===== src/rtl/data_mem_arbiter.sv =====
`default_nettype none
// ============================================================================
// Module   : data_mem_arbiter
// Purpose  : Shares one data-memory port between the CPU and a DMA/loader,
//            with a bounded-starvation forced DMA slot.
// Revision : 1.0
// ============================================================================
module data_mem_arbiter #(
    parameter int STARVE_LIMIT = 8,
    parameter int AW           = 16
) (
    input  logic          clk,
    input  logic          reset,
    input  logic          cpuRead,
    input  logic          cpuWrite,
    input  logic [AW-1:0] cpuAddr,
    input  logic [15:0]   cpuWData,
    output logic [15:0]   cpuRData,
    output logic          cpuStall,
    input  logic          dmaReq,
    input  logic          dmaWrite,
    input  logic [AW-1:0] dmaAddr,
    input  logic [15:0]   dmaWData,
    output logic          dmaGnt,
    output logic [15:0]   dmaRData,
    output logic          dmaValid,
    output logic          memRead,
    output logic          memWrite,
    output logic [AW-1:0] memAddr,
    output logic [15:0]   memWData,
    input  logic [15:0]   memRData
);

    localparam int                 c_cntWidth = $clog2(STARVE_LIMIT + 1);
    localparam logic [c_cntWidth-1:0] c_cntMax = c_cntWidth'(STARVE_LIMIT);
    localparam logic [c_cntWidth-1:0] c_cntPre = c_cntWidth'(STARVE_LIMIT - 1);

    typedef enum logic [0:0] {
        c_ARB   = 1'b0,
        c_FORCE = 1'b1
    } state_t;

    state_t                  r_state;
    state_t                  w_stateNext;
    logic [c_cntWidth-1:0]   r_starveCnt;
    logic [c_cntWidth-1:0]   w_cntNext;
    logic                    w_cpuReq;
    logic                    w_inForce;
    logic                    w_dmaSel;
    logic                    w_cpuSel;
    logic                    w_starved;

    assign cpuRData = memRData;

    // While reset is held the block behaves as ARB regardless of the stored state.
    always_comb begin
        w_cpuReq    = cpuRead | cpuWrite;
        w_inForce   = (r_state == c_FORCE) && reset;
        w_dmaSel    = dmaReq && (w_inForce || !w_cpuReq);
        w_cpuSel    = w_cpuReq && !w_dmaSel;
        w_starved   = dmaReq && !w_dmaSel;

        memRead     = 1'b0;
        memWrite    = 1'b0;
        memAddr     = '0;
        memWData    = '0;
        dmaGnt      = w_dmaSel;
        cpuStall    = w_inForce && dmaReq;

        if (w_dmaSel) begin
            memRead  = ~dmaWrite;
            memWrite = dmaWrite;
            memAddr  = dmaAddr;
            memWData = dmaWData;
        end else if (w_cpuSel) begin
            memRead  = cpuRead & ~cpuWrite;
            memWrite = cpuWrite;
            memAddr  = cpuAddr;
            memWData = cpuWData;
        end

        if (!w_starved) begin
            w_cntNext = '0;
        end else if (r_starveCnt == c_cntMax) begin
            w_cntNext = r_starveCnt;
        end else begin
            w_cntNext = r_starveCnt + 1'b1;
        end

        w_stateNext = c_ARB;
        case (r_state)
            c_ARB:   w_stateNext = (w_starved && (r_starveCnt == c_cntPre)) ? c_FORCE : c_ARB;
            c_FORCE: w_stateNext = c_ARB;
            default: w_stateNext = c_ARB;
        endcase
    end

    always_ff @(posedge clk) begin
        if (!reset) begin
            r_state     <= c_ARB;
            r_starveCnt <= '0;
            dmaValid    <= 1'b0;
            dmaRData    <= 16'h0000;
        end else begin
            r_state     <= w_stateNext;
            r_starveCnt <= w_cntNext;
            dmaValid    <= w_dmaSel && !dmaWrite;
            if (w_dmaSel && !dmaWrite) begin
                dmaRData <= memRData;
            end
        end
    end

endmodule
`default_nettype wire


===== config.mk =====
export PLATFORM = sky130hd
export DESIGN_NAME = data_mem_arbiter
export DESIGN_NICKNAME = d
export VERILOG_FILES = /design/src/rtl/data_mem_arbiter.sv
export SDC_FILE = /design/constraint.sdc
export NUM_CORES = 1
export LEC_CHECK = 0
export ABC_AREA = 1
export ABC_CLOCK_PERIOD_IN_PS = 2300
export CAP_MARGIN = 40
export CORE_MARGIN = 2
export CORE_UTILIZATION = 25
export DETAILED_ROUTE_END_ITERATION = 12
export GPL_TIMING_DRIVEN = 0
export PLACE_DENSITY = 0.65
export SLEW_MARGIN = 0
export SYNTH_ARGS = -nofsm -noshare
export SYNTH_HDL_FRONTEND = slang
export SYNTH_SLANG_ARGS = --single-unit

===== constraint.sdc =====
create_clock -name clk -period 2.3 [get_ports clk]
set_clock_uncertainty 0.15 [all_clocks]
set_input_delay 0.345 -clock clk [delete_from_list [all_inputs] [get_ports clk]]
set_output_delay 0.345 -clock clk [all_outputs]
set_load 0.005 [all_outputs]

==> out/metrics.csv, run 1 <==
metric,value,unit
gr-usage-all-layers,15.4,%
r2r-end,dmaRData[8]$_SDFFE_PN0P_,
ys_seq_area_share,26.0,%
synth.net_count,390,
cts.htree.levels,1,
synth-async-reset-ratio,0,%
drv_slew,0,
power_frac_comb,41.5,%
initial_core_util,25.4,%
p_clk_share,24.2,%
critPathMaxFanout,10,
grt_pass1_wl,9.43,mm
grt_pass1_vias,2096,
yosys.area.top_type_share,30.3,%
cts_buffers,3,
whs,0.221,ns
pwr-share-seq,34.3,%
cts-hold-fix-buffers,0,
hold_end,dmaRData[4]$_SDFFE_PN0P_,
synth.most_common_cell,nand2_1,
layout_setup_ws,0.0651,ns
die_y,86.4,µm
cts_sinks,22,
relSlewSlack,70.8,%
routedWlPerCell,11.1,µm
design.core.area,6680,µm²
ys_ff_latch,22,
portBuffers,153,
routed_wl,6.11,mm
yosysWarnings,0,
drt-vias-per-instance,4.03,
die_w,86.4,µm
reg2reg_depth,8,
die_area,7460,µm²
fillers,673,
clk_path_buf_depth,2,
rrSetupSlack,0.94,ns
root_buffer,clkbuf_8,
synthTopCellsByArea,"nand2_1, dfxtp_1, inv_1",
hpwl,4.85,mm
rows,30,
drc,0,
clkLatencyLatePin,0.27,ns
synth.distinct_cells,21,
highest_layer,met4,
synthCells,302,
rr_startpoint,r_state$_SDFF_PP0_,
synth_edf_count,0,
ir_drop,0.232,mV
wl_met2,3.21,mm
hold_viol_final,0,
start_kind,input pin,
max_cap_viol_count,0,
syn_area,1700,µm²
synthFlopType,dfxtp_1,
rsz0062_at_grt,true,
wl_met3,292,µm
drive_gt1_share,11.3,%
detail-route-antenna-nets,0,
ios,155,
finalNetCount,559,
cts.clk_slew.worst_paths,0.09,ns
cts_tree,yes,
place.gp.congestion,0.755,
internal_power,854,µW
critPathArrivalTime,1.74,ns
dr.pass1.iters,4,
hp-class,in -> reg,
synthToLayoutAreaGrowth,107,%
grt_antenna_before_repair,0,
syn_avg_cell_area,5.62,µm²
post_dp_cell_area,3330,µm²
worstHoldStart,reset,
switchingPower,311,µW
antenna-diode-count,0,
worst_pin_slew,0.438,ns
yosysTopAreaCell,nand2_1,
synth.top_cells.by_count,"nand2_1, inv_1, buf_4",
crit_type,in -> out,
met1_length,2.55,mm
fmax,447,MHz
swShare,26.7,%
status,completed,
end_kind,output port,
power_density,331,nW/µm²
grt_overflow,0,
period_needed,2.23,ns
worstPathRequired,1.80,ns
num_vias,2217,
finalCritPeriodShare,97.2,%
grt_max_degree,13,
min_path_cells,3,
finalInstanceArea,3520,µm²
detailedPlace.worstSlack,-0.464,ns
setup_violations,0,
drt_iter0_markers,56,
cellLeakagePower,1.80,nW
==> power by group through the flow <==
stage / clock network (mW) / registers [mW] / logic [mW]
after floorplan: 0 / 0.409 / 0.156
after global placement: 0 / 0.408 / 0.477
after CTS: 0.293 / 0.399 / 0.481
final: 0.282 / 0.399 / 0.483
after detailed placement: 0 / 0.408 / 0.480
after global routing: 0.309 / 0.401 / 0.528
==> how the worst max path moves through the flow <==
stage,to,start,depth (start not counted),slack [ns]
5_1_grt,memAddr[5],r_state$_SDFF_PP0_,8,-0.01
3_5_place_dp,memAddr[10],cpuWrite,8,-0.46
2_1_floorplan,memAddr[0],reset,9,0.67
4_1_cts,memAddr[5],dmaReq,8,0.002
3_3_place_gp,memAddr[13],cpuWrite,8,-0.46
6_report,memAddr[5],cpuRead,8,0.07
==> per-layer routing <==
layer	GRT usage (%)	vias up
met3	3.05	6
met2	28.6	51
met4	2.84	0
li1	-	1207
met5	0	-
met1	18.5	953
==> flip-flops by register name, summed over array words and instances (netlist names) <==
register and cells:
r_starveCnt 4, r_state 1, dmaValid 1, dmaRData 16
==> kinds of logic after synthesis <==
family,after synthesis,synth area share [%]
adders and majority gates,2,1.47
buffers and inverters,90,25.6
AOI/OAI and AO/OA,7,2.95
and+or+nand+nor,181,44.0
DFF,22,26.0
==> per-stage QoR <==
step                      total power [mW]  util [%]  cells  TNS (ns)
after floorplan                      0.565         -    302         0
after global placement               0.885      49.8    535    -14.34
after detailed placement             0.889      49.8    535    -14.62
after CTS                             1.17      52.0    548         0
after global routing                  1.24      52.7    550   -0.0270
final                                 1.16      52.7    550         0
==> placed cells by master, fill, tap and decap left out <==
cell / instances
buf_6: 9
dlygate4sd2_1: 29
ha_1: 2
clkbuf_2: 1
buf_8: 1
nand4_1: 18
nor2_1: 19
clkdlybuf4s50_1: 121
nor2_2: 1
dlymetal6s2s_1: 2
dfxtp_1: 21
o21ai_4: 1
nor3_1: 1
nand3_4: 1
buf_1: 2
dfxtp_2: 1
buf_4: 26
nand2_1: 136
buf_2: 1
a21oi_1: 4
o31ai_1: 1
nand3_1: 2
clkbuf_8: 5
inv_1: 58
inv_8: 1
clkinv_4: 1
inv_6: 1
o22ai_1: 1
nand2_4: 3
==> worst max-delay path: stages <==
cell,delay (ns)
dlygate4sd2_1,0.27
o21ai_4,0.17
nand2_4,0.10
inv_6,0.09
buf_6,0.14
nand2_1,0.06
nand2_1,0.06
clkdlybuf4s50_1,0.49
==> layout make-up <==
type                            count  area, µm²  area share, %
Sequential cell                    22        442           12.6
Inverter                           61        246           7.01
Multi-Input combinational cell    190        842           23.9
Clock buffer                        4       55.1           1.56
Tap cell                           80        100           2.84
Buffer                             29        244           6.93
Timing Repair Buffer              164       1590           45.2
==> repair_timing <==
| item | in CTS | in global routing |
|---|---|---|
| setup endpoints to repair | 36 | 8 |
| setup buffers | 6 | 2 |
| gates resized for setup | 53 | 12 |
| gates cloned | 3 | 0 |
| pin swaps | 3 | 2 |
Note: power is estimated with default switching activity, not from simulation.
==> inputs of run 2 (changes only) <==
CORE_ASPECT_RATIO = 0.7   (was default)
CTS_CLUSTER_SIZE = 25   (was default)
==> out/metrics.csv, run 2 (synthesis gave the netlist of run 1 again) <==
metric,value,unit,change
final_cells,560,,was 550
gr-usage-all-layers,15.4,%,about the same
cts_buffers,3,,unchanged
die_area,7470,µm²,was 7460 µm²
grt_overflow,0,,unchanged
final_cell_mix,"nand2_1, clkdlybuf4s50_1, inv_1, dlygate4sd2_1, buf_4",,unchanged
p_clk_share,21.3,%,was 24.2%
clk_path_buf_depth,2,,unchanged
startpoint,cpuRead,,unchanged
antenna-diode-count,0,,unchanged
period_needed,2.20,ns,was 2.23 ns
dp.cells,549,,was 535
pwr-share-seq,36.0,%,was 34.3%
ios,155,,unchanged
synthToLayoutAreaGrowth,104,%,was 107%
crit_type,in -> out,,unchanged
finalCritPeriodShare,95.6,%,was 97.2%
cts_tree,yes,,unchanged
place.gp.congestion,0.750,,was 0.755
rr_startpoint,r_state$_SDFF_PP0_,,unchanged
routedWlPerCell,11.2,µm,was 11.1 µm
start_kind,input pin,,unchanged
grt_pass1_wl,9.01,mm,was 9.43 mm
internal_power,810,µW,was 854 µW
power_frac_comb,42.6,%,was 41.5%
drt_iter0_markers,40,,was 56
dr.pass1.iters,4,,unchanged
drv_slew,0,,unchanged
largest_register_ffs,16,,unchanged
worst_pin_slew,0.433,ns,was 0.438 ns
end_kind,output port,,unchanged
critPathMaxFanout,15,,was 10
num_vias,2236,,was 2217
ir_drop,0.215,mV,was 0.232 mV
cts.htree.levels,1,,unchanged
switchingPower,298,µW,was 311 µW
relSlewSlack,71.1,%,was 70.8%
rows,25,,was 30
routed_wl,6.26,mm,was 6.11 mm
fmax,455,MHz,was 447 MHz
critPathArrivalTime,1.70,ns,was 1.74 ns
power_density,320,nW/µm²,was 331 nW/µm²
detail-route-antenna-nets,0,,unchanged
regMostFlops,dmaRData,,unchanged
hpwl,5.16,mm,was 4.85 mm
hp-class,in -> reg,,unchanged
hold_viol_final,0,,unchanged
grt_max_degree,12,,was 13
reg_top3,"dmaRData (16), r_starveCnt (4)",,unchanged
status,completed,,unchanged
die_w,102,µm,was 86.4 µm
grt_pass1_vias,1932,,was 2096
setup_violations,0,,unchanged
drc,0,,unchanged
clkLatencyLatePin,0.26,ns,was 0.27 ns
cts_sinks,22,,unchanged
reg2reg_depth,8,,unchanged
finalNetCount,556,,was 559
rrSetupSlack,0.80,ns,was 0.94 ns
grt_antenna_before_repair,0,,unchanged
seq_area,440,µm²,was 442 µm²
cellLeakagePower,1.78,nW,was 1.80 nW
min_path_cells,3,,unchanged
die_y,72.9,µm,was 86.4 µm
worstHoldStart,reset,,unchanged
multi_input_area,827,µm²,was 842 µm²
worstPathRequired,1.80,ns,about the same
swShare,26.9,%,was 26.7%
layout_setup_ws,0.102,ns,was 0.0651 ns
fillers,687,,was 673
cts-hold-fix-buffers,0,,unchanged
final.setup.tns,0,ns,unchanged
detailedPlace.worstSlack,-0.486,ns,was -0.464 ns
root_buffer,clkbuf_8,,unchanged
portBuffers,153,,unchanged
design.core.area,6660,µm²,was 6680 µm²
drive_gt1_share,9.66,%,was 11.3%
cts.clk_slew.worst_paths,0.07,ns,was 0.09 ns
initial_core_util,25.5,%,was 25.4%
final_common_cell,nand2_1,,unchanged
whs,0.228,ns,was 0.221 ns
drt-vias-per-instance,3.99,,was 4.03
max_cap_viol_count,0,,unchanged
[run 2: changes by cell type in the layout (fill, tap and decap cells not counted), moves of 2 or more]
cell,previous run,this run
buf_6,9,5
clkdlybuf4s50_1,121,119
dlygate4sd2_1,29,31
nand2_4,3,1
[run 2: per-layer routing]
layer	vias up	track usage [%]	wire (µm)
met3	4	2.87	282
met5	-	0	0
met4	0	3.56	49
met1	979	20.5	2760
met2	48	25.8	3170
li1	1205	-	-
[run 2: what timing repair did]
item / 4_1_cts / 5_1_grt
buffers inserted: 4 / 5
endpoints found under the setup margin: 36 / 6
gates resized for setup: 44 / 6
pin swaps: 1 / 0
[run 2: cell type report]
class	instances	share of cell area [%]
plain buffers	28	6.71
clock buffers	3	1.19
inverters	61	6.90
multi-input cells	190	23.9
flip-flops and latches	22	12.7
well taps	94	3.39
repair buffers	162	45.2
[run 2: critical path, cell delays in order]
cell and delay, ns:
dlygate4sd2_1 0.28, o21ai_4 0.19, nand2_4 0.09, inv_6 0.13
nand2_1 0.10, nand2_1 0.08, clkdlybuf4s50_1 0.49
[run 2: through the flow]
step / power (mW) / utilization (%) / cell area (µm²)
final: 1.11 / 52.0 / 3470
after global routing: 1.18 / 52.0 / 3470
after CTS: 1.12 / 51.3 / 3420
after detailed placement: 0.891 / 50.2 / 3350
after global placement: 0.888 / 50.2 / 3350
after floorplan: 0.565 / - / 1700
[run 2: path summary, 6_finish.rpt]
check / end
max: memAddr[5]
min: dmaRData[4]$_SDFFE_PN0P_
max reg2reg: dmaRData[13]$_SDFFE_PN0P_
min reg2reg: r_starveCnt[3]$_SDFFE_PN0P_
[run 2: power groups by stage]
| stage | Clock [mW] | Combinational [mW] | Sequential [mW] |
|---|---|---|---|
| after floorplan | 0 | 0.156 | 0.409 |
| after global routing | 0.265 | 0.515 | 0.401 |
| after CTS | 0.251 | 0.468 | 0.399 |
| after global placement | 0 | 0.480 | 0.408 |
| final | 0.237 | 0.472 | 0.399 |
| after detailed placement | 0 | 0.483 | 0.408 |
==> inputs of run 3 (changes only) <==
ABC_AREA = default   (was 1)
PLACE_DENSITY = 0.7   (was 0.65)
==> out/metrics.csv, run 3 <==
metric,value,unit,change
max_cap_viol_count,0,,unchanged
synth.net_count,250,,was 390
antenna-diode-count,0,,unchanged
synth.distinct_cells,28,,was 21
finalPower,1.06,mW,was 1.11 mW
clk_path_buf_depth,2,,unchanged
min_path_cells,3,,unchanged
root_buffer,clkbuf_8,,unchanged
drt-vias-per-instance,4.47,,was 3.99
syn_area,1440,µm²,was 1700 µm²
hold_viol_final,0,,unchanged
critPathMaxFanout,6,,was 15
syn_avg_cell_area,8.91,µm²,was 5.62 µm²
cts_tree,yes,,unchanged
detailedPlace.worstSlack,-0.394,ns,was -0.486 ns
rrSetupSlack,0.77,ns,was 0.80 ns
finalNetCount,422,,was 556
finalInstanceArea,3250,µm²,was 3470 µm²
synth.top_cells.by_count,"nand2_1, a22o_1, dfxtp_1",,"was nand2_1, inv_1, buf_4"
yosys.area.top_type_share,30.5,%,was 30.3%
synthFlopType,dfxtp_1,,unchanged
crit_type,reg -> out,,was in -> out
finalCritPeriodShare,97.3,%,was 95.6%
crit_slowest_cell,dfxtp_4,,was clkdlybuf4s50_1
routedWlPerCell,14.9,µm,was 11.2 µm
drc,0,,unchanged
yosysWarnings,0,,unchanged
rows,23,,was 25
detail-route-antenna-nets,0,,unchanged
reg2reg_depth,5,,was 8
worstHoldStart,reset,,unchanged
postLayoutCoreUtil,57.6,%,was 52.0%
fmax,447,MHz,was 455 MHz
portBuffers,153,,unchanged
synth_edf_count,0,,unchanged
grt_antenna_before_repair,0,,unchanged
power_density,326,nW/µm²,was 320 nW/µm²
final.setup.tns,0,ns,unchanged
ir_drop,0.207,mV,was 0.215 mV
synthToLayoutAreaGrowth,125,%,was 104%
regMostFlops,dmaRData,,unchanged
path_cells,a2bb2oi_4 > nor2b_2 > buf_6 > buf_6 > buf_4 > a22o_1 > dlygate4sd2_1,,was dlygate4sd2_1 > o21ai_4 > nand2_4 > inv_6 > nand2_1 > nand2_1 > clkdlybuf4s50_1
ios,155,,unchanged
clkLatencyLatePin,0.26,ns,about the same
synthCells,162,,was 302
die_y,67.6,µm,was 72.9 µm
routed_wl,6.05,mm,was 6.26 mm
final_cell_mix,"clkdlybuf4s50_1, nand2_1, a22o_1, buf_4, dlygate4sd2_1",,"was nand2_1, clkdlybuf4s50_1, inv_1, dlygate4sd2_1, buf_4"
synth-async-reset-ratio,0,%,unchanged
grt_pass1_vias,1714,,was 1932
worstPathRequired,1.80,ns,about the same
initial_core_util,25.6,%,was 25.5%
place.gp.congestion,0.755,,was 0.750
grt_pass1_wl,8.83,mm,was 9.01 mm
reg_top3,"dmaRData (16), r_starveCnt (4)",,unchanged
start_kind,register,,was input pin
yosysTopAreaCell,dfxtp_1,,was nand2_1
cts-hold-fix-buffers,0,,unchanged
cellLeakagePower,1.47,nW,was 1.78 nW
crit_path_max_incr_delay,0.37,ns,was 0.49 ns
ys_ff_latch,22,,unchanged
hpwl,4.77,mm,was 5.16 mm
rr_startpoint,r_state$_SDFF_PP0_,,unchanged
cts_sinks,22,,unchanged
cts_buffers,3,,unchanged
end_kind,output port,,unchanged
grt_overflow,0,,unchanged
dr.pass1.iters,4,,unchanged
design.core.area,5640,µm²,was 6660 µm²
status,completed,,unchanged
period_needed,2.24,ns,was 2.20 ns
critPathArrivalTime,1.74,ns,was 1.70 ns
drt_iter0_markers,77,,was 40
hp-class,in -> reg,,unchanged
drive_gt1_share,15.7,%,was 9.66%
relSlewSlack,68.5,%,was 71.1%
hold_end,dmaRData[1]$_SDFFE_PN0P_,,was dmaRData[4]$_SDFFE_PN0P_
worst_pin_slew,0.473,ns,was 0.433 ns
synth.most_common_cell,nand2_1,,unchanged
synthTopCellsByArea,"dfxtp_1, a22o_1, mux2i_1",,"was nand2_1, dfxtp_1, inv_1"
largest_register_ffs,16,,unchanged
setup_violations,0,,unchanged
cts.htree.levels,1,,unchanged
ys_seq_area_share,30.5,%,was 26.0%
r2r-end,dmaRData[12]$_SDFFE_PN0P_,,was dmaRData[13]$_SDFFE_PN0P_
cts.clk_slew.worst_paths,0.08,ns,was 0.07 ns
die_area,6410,µm²,was 7470 µm²
post_dp_cell_area,3070,µm²,was 3350 µm²
die_w,94.8,µm,was 102 µm
crit_top_cell,buf_6,,was nand2_1
num_vias,1820,,was 2236
drv_slew,0,,unchanged
gr-usage-all-layers,17.6,%,was 15.4%
layout_setup_ws,0.0614,ns,was 0.102 ns
final_common_cell,clkdlybuf4s50_1,,was nand2_1
grt_max_degree,12,,unchanged
run 3: cell count changes in the layout (fill, tap and decap cells not counted), moves of 16 or more:
cell / change
inv_1: -54
nand2_1: -102
a22o_1: +32
nor2_1: -16
nand4_1: -18
mux2i_1: +17
run 3: final cells by class:
type / count / area [µm²]
buffer: 28 / 230
clock buffer: 3 / 41.3
fill: 511 / 2390
inverter: 4 / 15.0
multi-input combinational: 108 / 793
sequential: 22 / 444
tap: 75 / 93.8
timing repair buffer: 167 / 1630
run 3: worst max-delay path by stage:
stage | start | endpoint | slack [ns] | cells past startpoint
2_1_floorplan | reset | memWData[0] | 0.57 | 6
3_3_place_gp | dmaReq | memWData[5] | -0.42 | 6
3_5_place_dp | dmaReq | memWData[11] | -0.39 | 6
4_1_cts | dmaReq | memWData[1] | -0.02 | 7
5_1_grt | r_state$_SDFF_PP0_ | memWData[5] | -0.005 | 7
6_report | r_state$_SDFF_PP0_ | memWData[5] | 0.06 | 7
run 3: power by group:
| part | switching [mW] | total, mW | leakage (nW) | internal [mW] |
|---|---|---|---|---|
| Combinational | 0.132 | 0.428 | 1.27 | 0.296 |
| Sequential | 0.00459 | 0.392 | 0.179 | 0.387 |
| Clock | 0.122 | 0.239 | 0.0216 | 0.117 |
run 3: cell families (layout without fill, tap and decap cells):
group | count (synthesis) | after routing | synth area share, %
and+or+nand+nor | 51 | 51 | 16.6
AOI/OAI and AO/OA | 36 | 36 | 22.8
buffers and inverters | 32 | 202 | 15.4
DFF | 22 | 22 | 30.5
muxes | 17 | 17 | 11.8
adders and majority gates | 2 | 2 | 1.73
xor gates and xnor gates | 2 | 2 | 1.21
run 3: what timing repair did:
action                                  4_1_cts  5_1_grt
setup buffers                                 8        3
pin swaps                                     2        1
resized for setup                            51       10
cloned                                        3        0
endpoints found under the setup margin       35       11
run 3: routing by layer:
| metal | GRT usage, % | up-vias | wire length (µm) |
|---|---|---|---|
| met5 | 0 | - | 0 |
| met4 | 3.62 | 0 | 63 |
| met3 | 4.91 | 9 | 526 |
| met2 | 33.1 | 65 | 3100 |
| met1 | 20.0 | 846 | 2370 |
| li1 | - | 900 | - |
run 3: critical path: cells and delay by family, from the launching register on:
family / cells / cell delay, ns
buffers and inverters: 4 / 0.67
AO/OA/AOI/OAI: 2 / 0.38
flip-flops: 1 / 0.37
AND/OR/NAND/NOR: 1 / 0.06
run 3: stage by stage:
stage          cells  hold slack [ns]
2_1_floorplan    162            0.301
3_3_place_gp     390            0.292
3_5_place_dp     390            0.299
4_1_cts          404            0.287
5_1_grt          407            0.293
6_report         407            0.286
